$ cat src/rtl/pipe_trace_pkg.sv
// Shared definitions for the ID-stage trace buffer: state encoding, record layout and defaults.
// The record is packed as {pc, inst, type, immsel}, with immsel in the least significant bits.
package pipe_trace_pkg;

  localparam int DEF_DEPTH  = 16;
  localparam int DEF_PC_W   = 32;
  localparam int DEF_INST_W = 32;

  localparam logic [2:0] IDLE  = 3'd0;
  localparam logic [2:0] ARMED = 3'd1;
  localparam logic [2:0] POST  = 3'd2;
  localparam logic [2:0] DONE  = 3'd3;

  typedef enum logic [2:0] {
    S_IDLE  = IDLE,
    S_ARMED = ARMED,
    S_POST  = POST,
    S_DONE  = DONE
  } state_t;

  // type and immsel are 3 bits each and sit below the instruction word
  localparam int IMMSEL_LSB = 0;
  localparam int TYPE_LSB   = 3;
  localparam int INST_LSB   = 6;
  localparam int FIXED_W    = 6;

  localparam int REC_W = DEF_PC_W + DEF_INST_W + FIXED_W;

  function automatic int rec_width(input int pc_w, input int inst_w);
    return pc_w + inst_w + FIXED_W;
  endfunction

  function automatic int pc_lsb(input int inst_w);
    return INST_LSB + inst_w;
  endfunction

endpackage

$ cat src/rtl/pipe_trace_buffer_mem.sv
// Record storage: DEPTH rows of flops with one synchronous write port and one asynchronous read port.
// Rows carry no reset; their contents are only meaningful once written after an arm.
module pipe_trace_buffer_mem
  import pipe_trace_pkg::*;
#(
  parameter int DEPTH   = DEF_DEPTH,
  parameter int REC_W_P = REC_W,
  parameter int AW      = $clog2(DEPTH)
) (
  input  logic               clk,
  input  logic               we,
  input  logic [AW-1:0]      waddr,
  input  logic [REC_W_P-1:0] wdata,
  input  logic [AW-1:0]      raddr,
  output logic [REC_W_P-1:0] rdata
);

  logic [REC_W_P-1:0] rows [DEPTH];

  genvar gi;
  generate
    for (gi = 0; gi < DEPTH; gi++) begin : g_row
      logic [REC_W_P-1:0] row_reg;

      always_ff @(posedge clk) begin
        if (we && (waddr == AW'(gi))) begin
          row_reg <= wdata;
        end
      end

      assign rows[gi] = row_reg;
    end
  endgenerate

  assign rdata = rows[raddr];

endmodule

$ cat src/rtl/pipe_trace_buffer.sv
// Circular trace capture of ID-stage records with arm, optional PC trigger, post-trigger window
// and a valid/ready readout that presents records oldest first. Purely observational.
module pipe_trace_buffer
  import pipe_trace_pkg::*;
#(
  parameter int DEPTH  = DEF_DEPTH,
  parameter int PC_W   = DEF_PC_W,
  parameter int INST_W = DEF_INST_W,
  parameter int CNT_W  = $clog2(DEPTH) + 1
) (
  input  logic              clk,
  input  logic              rst_n,
  input  logic              arm,
  input  logic              mode,
  input  logic              trig_en,
  input  logic [PC_W-1:0]   trig_pc,
  input  logic [CNT_W-1:0]  post_count,
  input  logic              cap_valid,
  input  logic [PC_W-1:0]   cap_pc,
  input  logic [INST_W-1:0] cap_inst,
  input  logic [2:0]        cap_type,
  input  logic [2:0]        cap_immsel,
  output logic              rd_valid,
  input  logic              rd_ready,
  output logic [PC_W-1:0]   rd_pc,
  output logic [INST_W-1:0] rd_inst,
  output logic [2:0]        rd_type,
  output logic [2:0]        rd_immsel,
  output logic              rd_last,
  output logic [2:0]        state,
  output logic [CNT_W-1:0]  count,
  output logic              overflow
);

  localparam int AW  = $clog2(DEPTH);
  localparam int RW  = rec_width(PC_W, INST_W);
  localparam int PCL = pc_lsb(INST_W);
  localparam logic [CNT_W-1:0] FULL       = CNT_W'(DEPTH);
  localparam logic [CNT_W-1:0] MAX_REMAIN = CNT_W'(DEPTH - 1);

  state_t           state_reg;
  logic [AW-1:0]    wr_ptr_reg;
  logic [AW-1:0]    rd_ptr_reg;
  logic [CNT_W-1:0] count_reg;
  logic [CNT_W-1:0] remain_reg;
  logic [CNT_W-1:0] rd_left_reg;
  logic             overflow_reg;
  logic             oneshot_reg;

  logic             capturing;
  logic             wr_en;
  logic             trig_hit;
  logic             full_after;
  logic             go_done;
  logic             go_post;
  logic             xfer;
  logic [CNT_W-1:0] count_inc;
  logic [CNT_W-1:0] remain_init;
  logic [AW-1:0]    wr_ptr_inc;
  logic [AW-1:0]    done_rd_ptr;
  logic [RW-1:0]    wdata;
  logic [RW-1:0]    rdata;

  always_comb begin
    capturing   = (state_reg == S_ARMED) || (state_reg == S_POST);
    wr_en       = capturing && cap_valid && !arm;
    count_inc   = (count_reg == FULL) ? FULL : count_reg + CNT_W'(1);
    full_after  = (count_inc == FULL);
    wr_ptr_inc  = wr_ptr_reg + AW'(1);
    trig_hit    = (state_reg == S_ARMED) && trig_en && (cap_pc == trig_pc);
    remain_init = (post_count > MAX_REMAIN) ? MAX_REMAIN : post_count;
    // a full buffer rewinds to the oldest entry, which is the slot about to be overwritten
    done_rd_ptr = full_after ? wr_ptr_inc : '0;
    go_done     = 1'b0;
    go_post     = 1'b0;
    if (wr_en) begin
      if (oneshot_reg && full_after) begin
        go_done = 1'b1;
      end else if (trig_hit) begin
        if (remain_init == '0) begin
          go_done = 1'b1;
        end else begin
          go_post = 1'b1;
        end
      end else if ((state_reg == S_POST) && (remain_reg == CNT_W'(1))) begin
        go_done = 1'b1;
      end
    end
  end

  assign rd_valid = (state_reg == S_DONE) && (rd_left_reg != '0);
  assign rd_last  = rd_valid && (rd_left_reg == CNT_W'(1));
  assign xfer     = rd_valid && rd_ready;

  always_ff @(posedge clk or negedge rst_n) begin
    if (!rst_n) begin
      state_reg    <= S_IDLE;
      wr_ptr_reg   <= '0;
      rd_ptr_reg   <= '0;
      count_reg    <= '0;
      remain_reg   <= '0;
      rd_left_reg  <= '0;
      overflow_reg <= 1'b0;
      oneshot_reg  <= 1'b0;
    end else if (arm) begin
      state_reg    <= S_ARMED;
      wr_ptr_reg   <= '0;
      rd_ptr_reg   <= '0;
      count_reg    <= '0;
      remain_reg   <= '0;
      rd_left_reg  <= '0;
      overflow_reg <= 1'b0;
      oneshot_reg  <= mode;
    end else begin
      if (wr_en) begin
        wr_ptr_reg <= wr_ptr_inc;
        count_reg  <= count_inc;
        if (!oneshot_reg && (count_reg == FULL)) begin
          overflow_reg <= 1'b1;
        end
      end
      if (go_done) begin
        state_reg   <= S_DONE;
        rd_ptr_reg  <= done_rd_ptr;
        rd_left_reg <= count_inc;
      end else if (go_post) begin
        state_reg  <= S_POST;
        remain_reg <= remain_init;
      end else if (wr_en && (state_reg == S_POST)) begin
        remain_reg <= remain_reg - CNT_W'(1);
      end
      if (xfer) begin
        rd_ptr_reg  <= rd_ptr_reg + AW'(1);
        rd_left_reg <= rd_left_reg - CNT_W'(1);
        if (rd_left_reg == CNT_W'(1)) begin
          state_reg <= S_IDLE;
        end
      end
    end
  end

  assign wdata[PCL +: PC_W]        = cap_pc;
  assign wdata[INST_LSB +: INST_W] = cap_inst;
  assign wdata[TYPE_LSB +: 3]      = cap_type;
  assign wdata[IMMSEL_LSB +: 3]    = cap_immsel;

  pipe_trace_buffer_mem #(
    .DEPTH   (DEPTH),
    .REC_W_P (RW),
    .AW      (AW)
  ) u_mem (
    .clk   (clk),
    .we    (wr_en),
    .waddr (wr_ptr_reg),
    .wdata (wdata),
    .raddr (rd_ptr_reg),
    .rdata (rdata)
  );

  // unwritten rows are undefined, so the port shows zeros whenever nothing is offered
  assign rd_pc     = rd_valid ? rdata[PCL +: PC_W]        : '0;
  assign rd_inst   = rd_valid ? rdata[INST_LSB +: INST_W] : '0;
  assign rd_type   = rd_valid ? rdata[TYPE_LSB +: 3]      : '0;
  assign rd_immsel = rd_valid ? rdata[IMMSEL_LSB +: 3]    : '0;

  assign state    = state_reg;
  assign count    = count_reg;
  assign overflow = overflow_reg;

endmodule
$ cat config.mk
export PLATFORM = sky130hd
export DESIGN_NAME = pipe_trace_buffer
export DESIGN_NICKNAME = d
export VERILOG_FILES = /design/src/rtl/pipe_trace_pkg.sv /design/src/rtl/pipe_trace_buffer_mem.sv /design/src/rtl/pipe_trace_buffer.sv
export SDC_FILE = /design/constraint.sdc
export NUM_CORES = 1
export LEC_CHECK = 0
export BUFFER_PORTS_ARGS = -buffer_cell sky130_fd_sc_hd__buf_2
export CORE_MARGIN = 3
export CORE_UTILIZATION = 60
export CTS_CLUSTER_SIZE = 16
export DETAILED_ROUTE_END_ITERATION = 7
export GPL_TIMING_DRIVEN = 0
export PLACE_DENSITY_LB_ADDON = 0.3
export SETUP_SLACK_MARGIN = 0.2
export SYNTH_ARGS = -nofsm -noshare
export SYNTH_HDL_FRONTEND = slang
export SYNTH_SLANG_ARGS = --single-unit
$ cat constraint.sdc
create_clock -name clk -period 4.2 [get_ports clk]
set_clock_uncertainty 0.1 [all_clocks]
set_input_delay 0 -clock clk [delete_from_list [all_inputs] [get_ports clk]]
set_output_delay 0 -clock clk [all_outputs]
set_load 0.01 [all_outputs]
==> results of run 1 <==
==> worst max path at each step <==
stage                        from                           to  slack (ns)  cells past startpoint
floorplan                state[0]    u_mem.g_row[4].row_reg[0]        0.71                      6
global placement         state[0]  u_mem.g_row[12].row_reg[33]       -1.41                      4
detailed placement       state[0]                remain_reg[2]        0.45                      9
CTS                 rd_ptr_reg[1]                  rd_inst[16]        0.19                      6
global route        rd_ptr_reg[1]                 rd_immsel[2]        0.20                      6
finish              rd_ptr_reg[1]                    rd_pc[11]        0.19                      6
==> layout make-up <==
cell class | count | share of cell area, %
sequential | 1148 | 66.5
clock inverter | 59 | 0.918
inverter | 12 | 0.0872
buffer | 96 | 0.846
multi-input combinational | 642 | 19.2
antenna | 6 | 0.0291
tap | 959 | 2.32
clock buffer | 145 | 5.63
timing repair buffer | 297 | 4.44
==> metrics by stage <==
stage / cell area (um2) / utilization (%) / power (uW)
2_1_floorplan: 44700 / - / 13100
3_3_place_gp: 46800 / 63.9 / 13300
3_5_place_dp: 47300 / 64.6 / 13400
4_1_cts: 51600 / 70.4 / 22700
5_1_grt: 51600 / 70.4 / 23200
6_report: 51600 / 70.4 / 22600
==> where the power goes <==
| group | total [uW] | switching, uW | leakage (uW) | internal (uW) |
|---|---|---|---|---|
| Sequential | 12700 | 29.0 | 0.0105 | 12700 |
| Combinational | 548 | 345 | 0.00437 | 203 |
| Clock | 9410 | 4130 | 0.00165 | 5290 |
==> repair_timing <==
action / CTS / global route
endpoints found under the setup margin: 22 / 28
endpoints found under the hold margin: 1174 / 0
setup buffers: 0 / 0
resized for setup: 7 / 19
hold buffers: 87 / 0
==> worst register-to-register path: stages, from the launching register on <==
cell and delay (ns):
dfrtp_1 0.44, nor4bb_1 0.89, nand4_1 0.32, nor3_1 0.42, and3_1 0.31, buf_2 0.22
and3_1 0.16, buf_2 0.20, nor3_1 0.08, a221o_1 0.28
==> routing by layer <==
layer / track usage, % / vias up / share of wire [%]
li1: - / 8919 / -
met1: 40.2 / 11900 / 35
met2: 49.1 / 1690 / 50
met3: 7.59 / 281 / 11
met4: 12.5 / 2 / 4.1
met5: 0 / - / 0.011
==> layout by cell type, fill, tap and decap left out, types with 27 or more instances in the layout <==
master	netlist	layout
dfrtp_1	28	28
mux4_2	350	350
xnor2_1	35	35
clkbuf_16	0	111
clkinv_1	0	27
buf_2	30	220
dlygate4sd3_1	0	86
clkbuf_1	59	81
and2_1	84	76
edfxtp_1	1120	1120
==> kinds of logic after synthesis <==
kind of cell             count (synthesis)  synth area share (%)
buffers and inverters                  108                  1.01
flip-flops                            1148                  76.9
XOR/XNOR                                43                 0.843
AND/OR/NAND/NOR                        186                  2.44
AO/OA/AOI/OAI                           50                 0.846
multiplexers                           352                  17.7
adder cells (fa/ha/maj)                 11                 0.308
==> metrics.md, run 1 <==
| Metric | Value |
|---|---|
| Number of violations of the max-capacitance limit | `0` |
| RSZ-0062 raised after global routing | `false` |
| Pins Over Slew Limit | `0` |
| Combined area of all synthesized cells | `44,700 um2` |
| Initial Utilization | `60.9%` |
| Count of flip-flops with a built-in enable after synthesis | `1,120` |
| Die width | `279 um` |
| Remaining antenna violation count | `0` |
| Number of flip-flops and latches in the synthesized netlist | `1,148` |
| Clock tree from TritonCTS | `done` |
| Worst-case clock buffer depth | `3` |
| Cell Chain, Critical Path | `clkdlybuf4s15_1 -> buf_1 -> mux4_2 -> mux4_2 -> and2_1 -> buf_2` |
| IO Port Bufs | `194` |
| Cell Rows | `99` |
| Pin count of the biggest net entering global routing | `46` |
| Yosys top cell by area | `edfxtp_1` |
| Final number of hold-violating endpoints | `0` |
| Per-cell via count in the routed design | `6.77` |
| R2r endpoint | `remain_reg[2]` |
| Latest clock arrival within the worst-skew pair | `0.66 ns` |
| Family of cells with the greatest summed delay on the critical path | `buffers and inverters` |
| Critical path required time | `4.10 ns` |
| Slew Limit Headroom | `21.7%` |
| Sort of element at the end of the critical path | `output port` |
| Cell depth of the worst min-delay path | `4` |
| Actual slew at the worst max-slew pin | `1.17 ns` |
| Status | `completed` |
| Global-route wire length before repair | `165,000 um` |
| Post-synthesis sequential area ratio | `76.9%` |
| Vias in the first global route | `23.8k` |
| Setup slack after layout | `0.193 ns` |
| Top cells by count, synth | `edfxtp_1, mux4_2, and2_1, clkbuf_1, xnor2_1` |
| Class of the most critical setup path | `reg -> out` |
| Number of nets at the end of the flow | `2,432` |
| H-tree lvl count | `3` |
| TNS Setup | `0 ns` |
| Layout cells sized above 1 | `32.3%` |
| Setup WS pre-CTS | `0.451 ns` |
| Biggest area contributors in the synthesized netlist | `edfxtp_1, mux4_2, dfrtp_1` |
| Cts bufs inserted | `110` |
| Maximum ir drop on the vdd rail | `0.000365 V` |
| CTS Sinks | `1,148` |
| Register clock-pin slew on the reported worst setup and hold paths | `0.06 ns` |
| Final Setup Violations | `0` |
| Worst Hold End | `remain_reg[0]` |
| Beginning of the worst register-to-register path | `state[0]` |
| Hold_sp | `post_count[0]` |
| Remaining Overflow, GRT | `0` |
| Chip height | `279 um` |
| Boundary Pins | `195` |
| Peak fanout along the critical path | `10` |
| Pwr/cell area | `438 nW/um2` |
| Internal reg-to-reg setup slack | `0.68 ns` |
| Via count of the routed design | `22.8k` |
| Number of cells after detailed placement | `3,067` |
| Post-synth cell types | `59` |
| Critical Path Most Common Cell | `mux4_2` |
| Global placement routability congestion | `0.840` |
| Number of antenna violations at the first check in global routing | `5` |
| Arrival time worst endpoint | `3.91 ns` |
| Growth of design area from synthesis to finish | `15.6%` |
| Max Freq | `0.250 GHz` |
| Sequential cell area | `34,300 um2` |
| Leak | `0.0165 uW` |
| DIE AREA | `77,800 um2` |
| Portion of synthesized cell area occupied by the leading cell type | `75.3%` |
| Total Routing Usage GR | `30.3%` |
| Number of cells traversed by the worst register-to-register path | `9` |
| Crit start category | `register` |
| Count of routing violations after the opening detailed-route iteration | `3,257` |
| Avg Inst Size Synth | `23.5 um2` |
| Remaining design rule violation count | `0` |
| Largest register FFs | `1,120` |
| WL/cell | `34.3 um` |
| Syn_nets | `2,023` |
| Most frequently used flop master after synthesis | `edfxtp_1` |
| Clock root buffer | `clkbuf_16` |
| Class of the tightest hold or removal check | `in -> reg` |
| Drt first pass iters | `6` |
| Period minus WS final | `4.01 ns` |
| Fraction of the cycle the final worst path needs | `95.4%` |
| Final wirelength | `115,000 um` |
| Synthesized netlist cell count | `1,898` |
| Fraction of synthesis flops using an asynchronous set or reset pin | `2.44%` |
| Most numerous cell in the Yosys netlist | `edfxtp_1` |
| Synthesis Warnings | `0` |
| Core Area | `73,300 um2` |
| Multi-input logic area | `9940 um2` |
| Final Instance Count excl. Fillers | `3,364` |
| Placed wire-length estimate after detailed placement | `61,400 um` |
| Buffers & Inverters on Critical Path | `3` |
| Critical-path top delay cell | `clkdlybuf4s15_1` |
| Peak per-stage delay on the critical path | `0.78 ns` |
| Number of filler cells placed in the layout | `4,279` |
| Smallest hold slack | `0.0990 ns` |
Power figures use the tool's default switching activity.
==> run 2, diff against run 1 <==
Settings changed: MAX_ROUTING_LAYER set to met4.
==> metrics.md, run 2 (synthesized netlist as in run 1, its figures left out) <==
| Metric | Value |
|---|---|
| Placed wire-length estimate after detailed placement | `61,400 um (unchanged)` |
| Post-CTS Setup Bufs | `0 (unchanged)` |
| Actual slew at the worst max-slew pin | `1.18 ns (was 1.17 ns)` |
| Count of routing violations after the opening detailed-route iteration | `3,252 (was 3,257)` |
| Global placement routability congestion | `0.853 (was 0.840)` |
| Via count of the routed design | `22.7k (was 22.8k)` |
| Number of filler cells placed in the layout | `4,277 (was 4,279)` |
| Number of cells after detailed placement | `3,067 (unchanged)` |
| Maximum ir drop on the vdd rail | `0.000355 V (was 0.000365 V)` |
| Initial Utilization | `60.9% (unchanged)` |
| Critical path required time | `4.10 ns (about the same)` |
| TNS Setup | `0 ns (unchanged)` |
| Number of cells traversed by the worst register-to-register path | `9 (unchanged)` |
| Worst-case clock buffer depth | `3 (unchanged)` |
| Boundary Pins | `195 (unchanged)` |
| Growth of design area from synthesis to finish | `15.6% (about the same)` |
| Layout Utilization | `70.4% (about the same)` |
| Period minus WS final | `4.00 ns (was 4.01 ns)` |
| Remaining antenna violation count | `0 (unchanged)` |
| Status | `completed (unchanged)` |
| Chip height | `279 um (unchanged)` |
| Final Instance Count excl. Fillers | `3,363 (was 3,364)` |
| H-tree lvl count | `3 (unchanged)` |
| Core Area | `73,300 um2 (unchanged)` |
| Latest clock arrival within the worst-skew pair | `0.66 ns (about the same)` |
| Fraction of the cycle the final worst path needs | `95.3% (was 95.4%)` |
| Total Routing Usage GR | `31.2% (was 30.3%)` |
| Arrival time worst endpoint | `3.90 ns (was 3.91 ns)` |
| Class of the tightest hold or removal check | `in -> reg (unchanged)` |
| Number of antenna violations at the first check in global routing | `4 (was 5)` |
| Die width | `279 um (unchanged)` |
| Leak | `0.0165 uW (about the same)` |
| Number of nets at the end of the flow | `2,432 (unchanged)` |
| Most frequent cells in the layout | `edfxtp_1, mux4_2, buf_2 (unchanged)` |
| Cell Rows | `99 (unchanged)` |
| WL/cell | `34.3 um (about the same)` |
| Number of violations of the max-capacitance limit | `0 (unchanged)` |
| Commonest non-fill, non-tap cell in the layout | `edfxtp_1 (unchanged)` |
| Remaining Overflow, GRT | `0 (unchanged)` |
| Global-route wire length before repair | `165,000 um (about the same)` |
| Final wirelength | `115,000 um (about the same)` |
| Largest register FFs | `1,120 (unchanged)` |
| Cts bufs inserted | `110 (unchanged)` |
| Peak fanout along the critical path | `10 (unchanged)` |
| DIE AREA | `77,800 um2 (unchanged)` |
| IO Port Bufs | `194 (unchanged)` |
| Sequential cell area | `34,300 um2 (unchanged)` |
| Smallest hold slack | `0.0990 ns (about the same)` |
| Pin count of the biggest net entering global routing | `46 (unchanged)` |
| Final Setup Violations | `0 (unchanged)` |
| RSZ-0062 raised after global routing | `true (was false)` |
| Cell depth of the worst min-delay path | `4 (unchanged)` |
| Clock tree from TritonCTS | `done (unchanged)` |
| CTS Sinks | `1,148 (unchanged)` |
| Register clock-pin slew on the reported worst setup and hold paths | `0.06 ns (about the same)` |
| Per-cell via count in the routed design | `6.76 (was 6.77)` |
| Layout cells sized above 1 | `32.2% (was 32.3%)` |
| Sort of element at the end of the critical path | `output port (unchanged)` |
| Clock root buffer | `clkbuf_16 (unchanged)` |
| Crit start category | `register (unchanged)` |
| Vias in the first global route | `23.8k (about the same)` |
| Final number of hold-violating endpoints | `0 (unchanged)` |
| Multi-input logic area | `9940 um2 (unchanged)` |
| Slew Limit Headroom | `21.4% (was 21.7%)` |
| Max Freq | `0.250 GHz (about the same)` |
| Pwr/cell area | `439 nW/um2 (was 438 nW/um2)` |
| Class of the most critical setup path | `reg -> out (unchanged)` |
| Remaining design rule violation count | `0 (unchanged)` |
| Pins Over Slew Limit | `0 (unchanged)` |
| Drt first pass iters | `6 (unchanged)` |
==> run 2: through the flow <==
stage | power [uW] | setup slack (ns) | cell area [um2]
6_report | 22700 | 0.198 | 51600
5_1_grt | 23200 | 0.182 | 51600
4_1_cts | 22700 | 0.187 | 51600
3_5_place_dp | 13400 | 0.451 | 47300
3_3_place_gp | 13300 | -1.41 | 46800
2_1_floorplan | 13100 | 0.705 | 44700
==> run 2: timing repair <==
action | 4_1_cts | 5_1_grt
pin swaps | 0 | 0
gates resized for setup | 7 | 10
endpoints found under the setup margin | 22 | 28
hold buffers | 87 | 0
endpoints found under the hold margin | 1174 | 0
==> run 2: layer usage <==
layer,part of all wire (%),vias to the layer above,GRT usage (%)
met3,11,306,7.52
met4,4.0,0,12.2
met5,0,-,-
met2,50,1650,49.2
li1,-,8910,-
met1,35,11900,40.2
==> run 2: final timing paths <==
kind	slack [ns]	from	endpoint
max in group asynchronous	3.58	rst_n	count[1]
setup / recovery	0.20	rd_ptr_reg[1]	rd_immsel[2]
setup reg to reg	0.70	state[0]	remain_reg[2]
min in group asynchronous	0.26	rst_n	state[2]
hold / removal	0.1	post_count[0]	remain_reg[0]
hold reg to reg	0.40	overflow	overflow
==> run 2: layout make-up <==
type | instances | share of cell area, %
Timing Repair Buffer | 297 | 4.44
Inverter | 12 | 0.0872
Clock inverter | 59 | 0.918
Tap cell | 959 | 2.32
Buffer | 96 | 0.826
Antenna cell | 5 | 0.0242
Multi-Input combinational cell | 642 | 19.3
Clock buffer | 145 | 5.63
Sequential cell | 1148 | 66.5
==> run 2: power breakdown <==
group          switching, uW  leakage [uW]  internal [uW]
logic                    344       0.00435            203
registers               28.4        0.0105          12700
clock network           4140       0.00165           5290
==> run 2: worst max-delay path: stages (launching register included) <==
cell and delay [ns]:
dfrtp_1 0.43, clkbuf_1 0.68, clkbuf_1 0.80, mux4_2 0.42, mux4_2 0.48, and2_1 0.25
buf_2 0.17
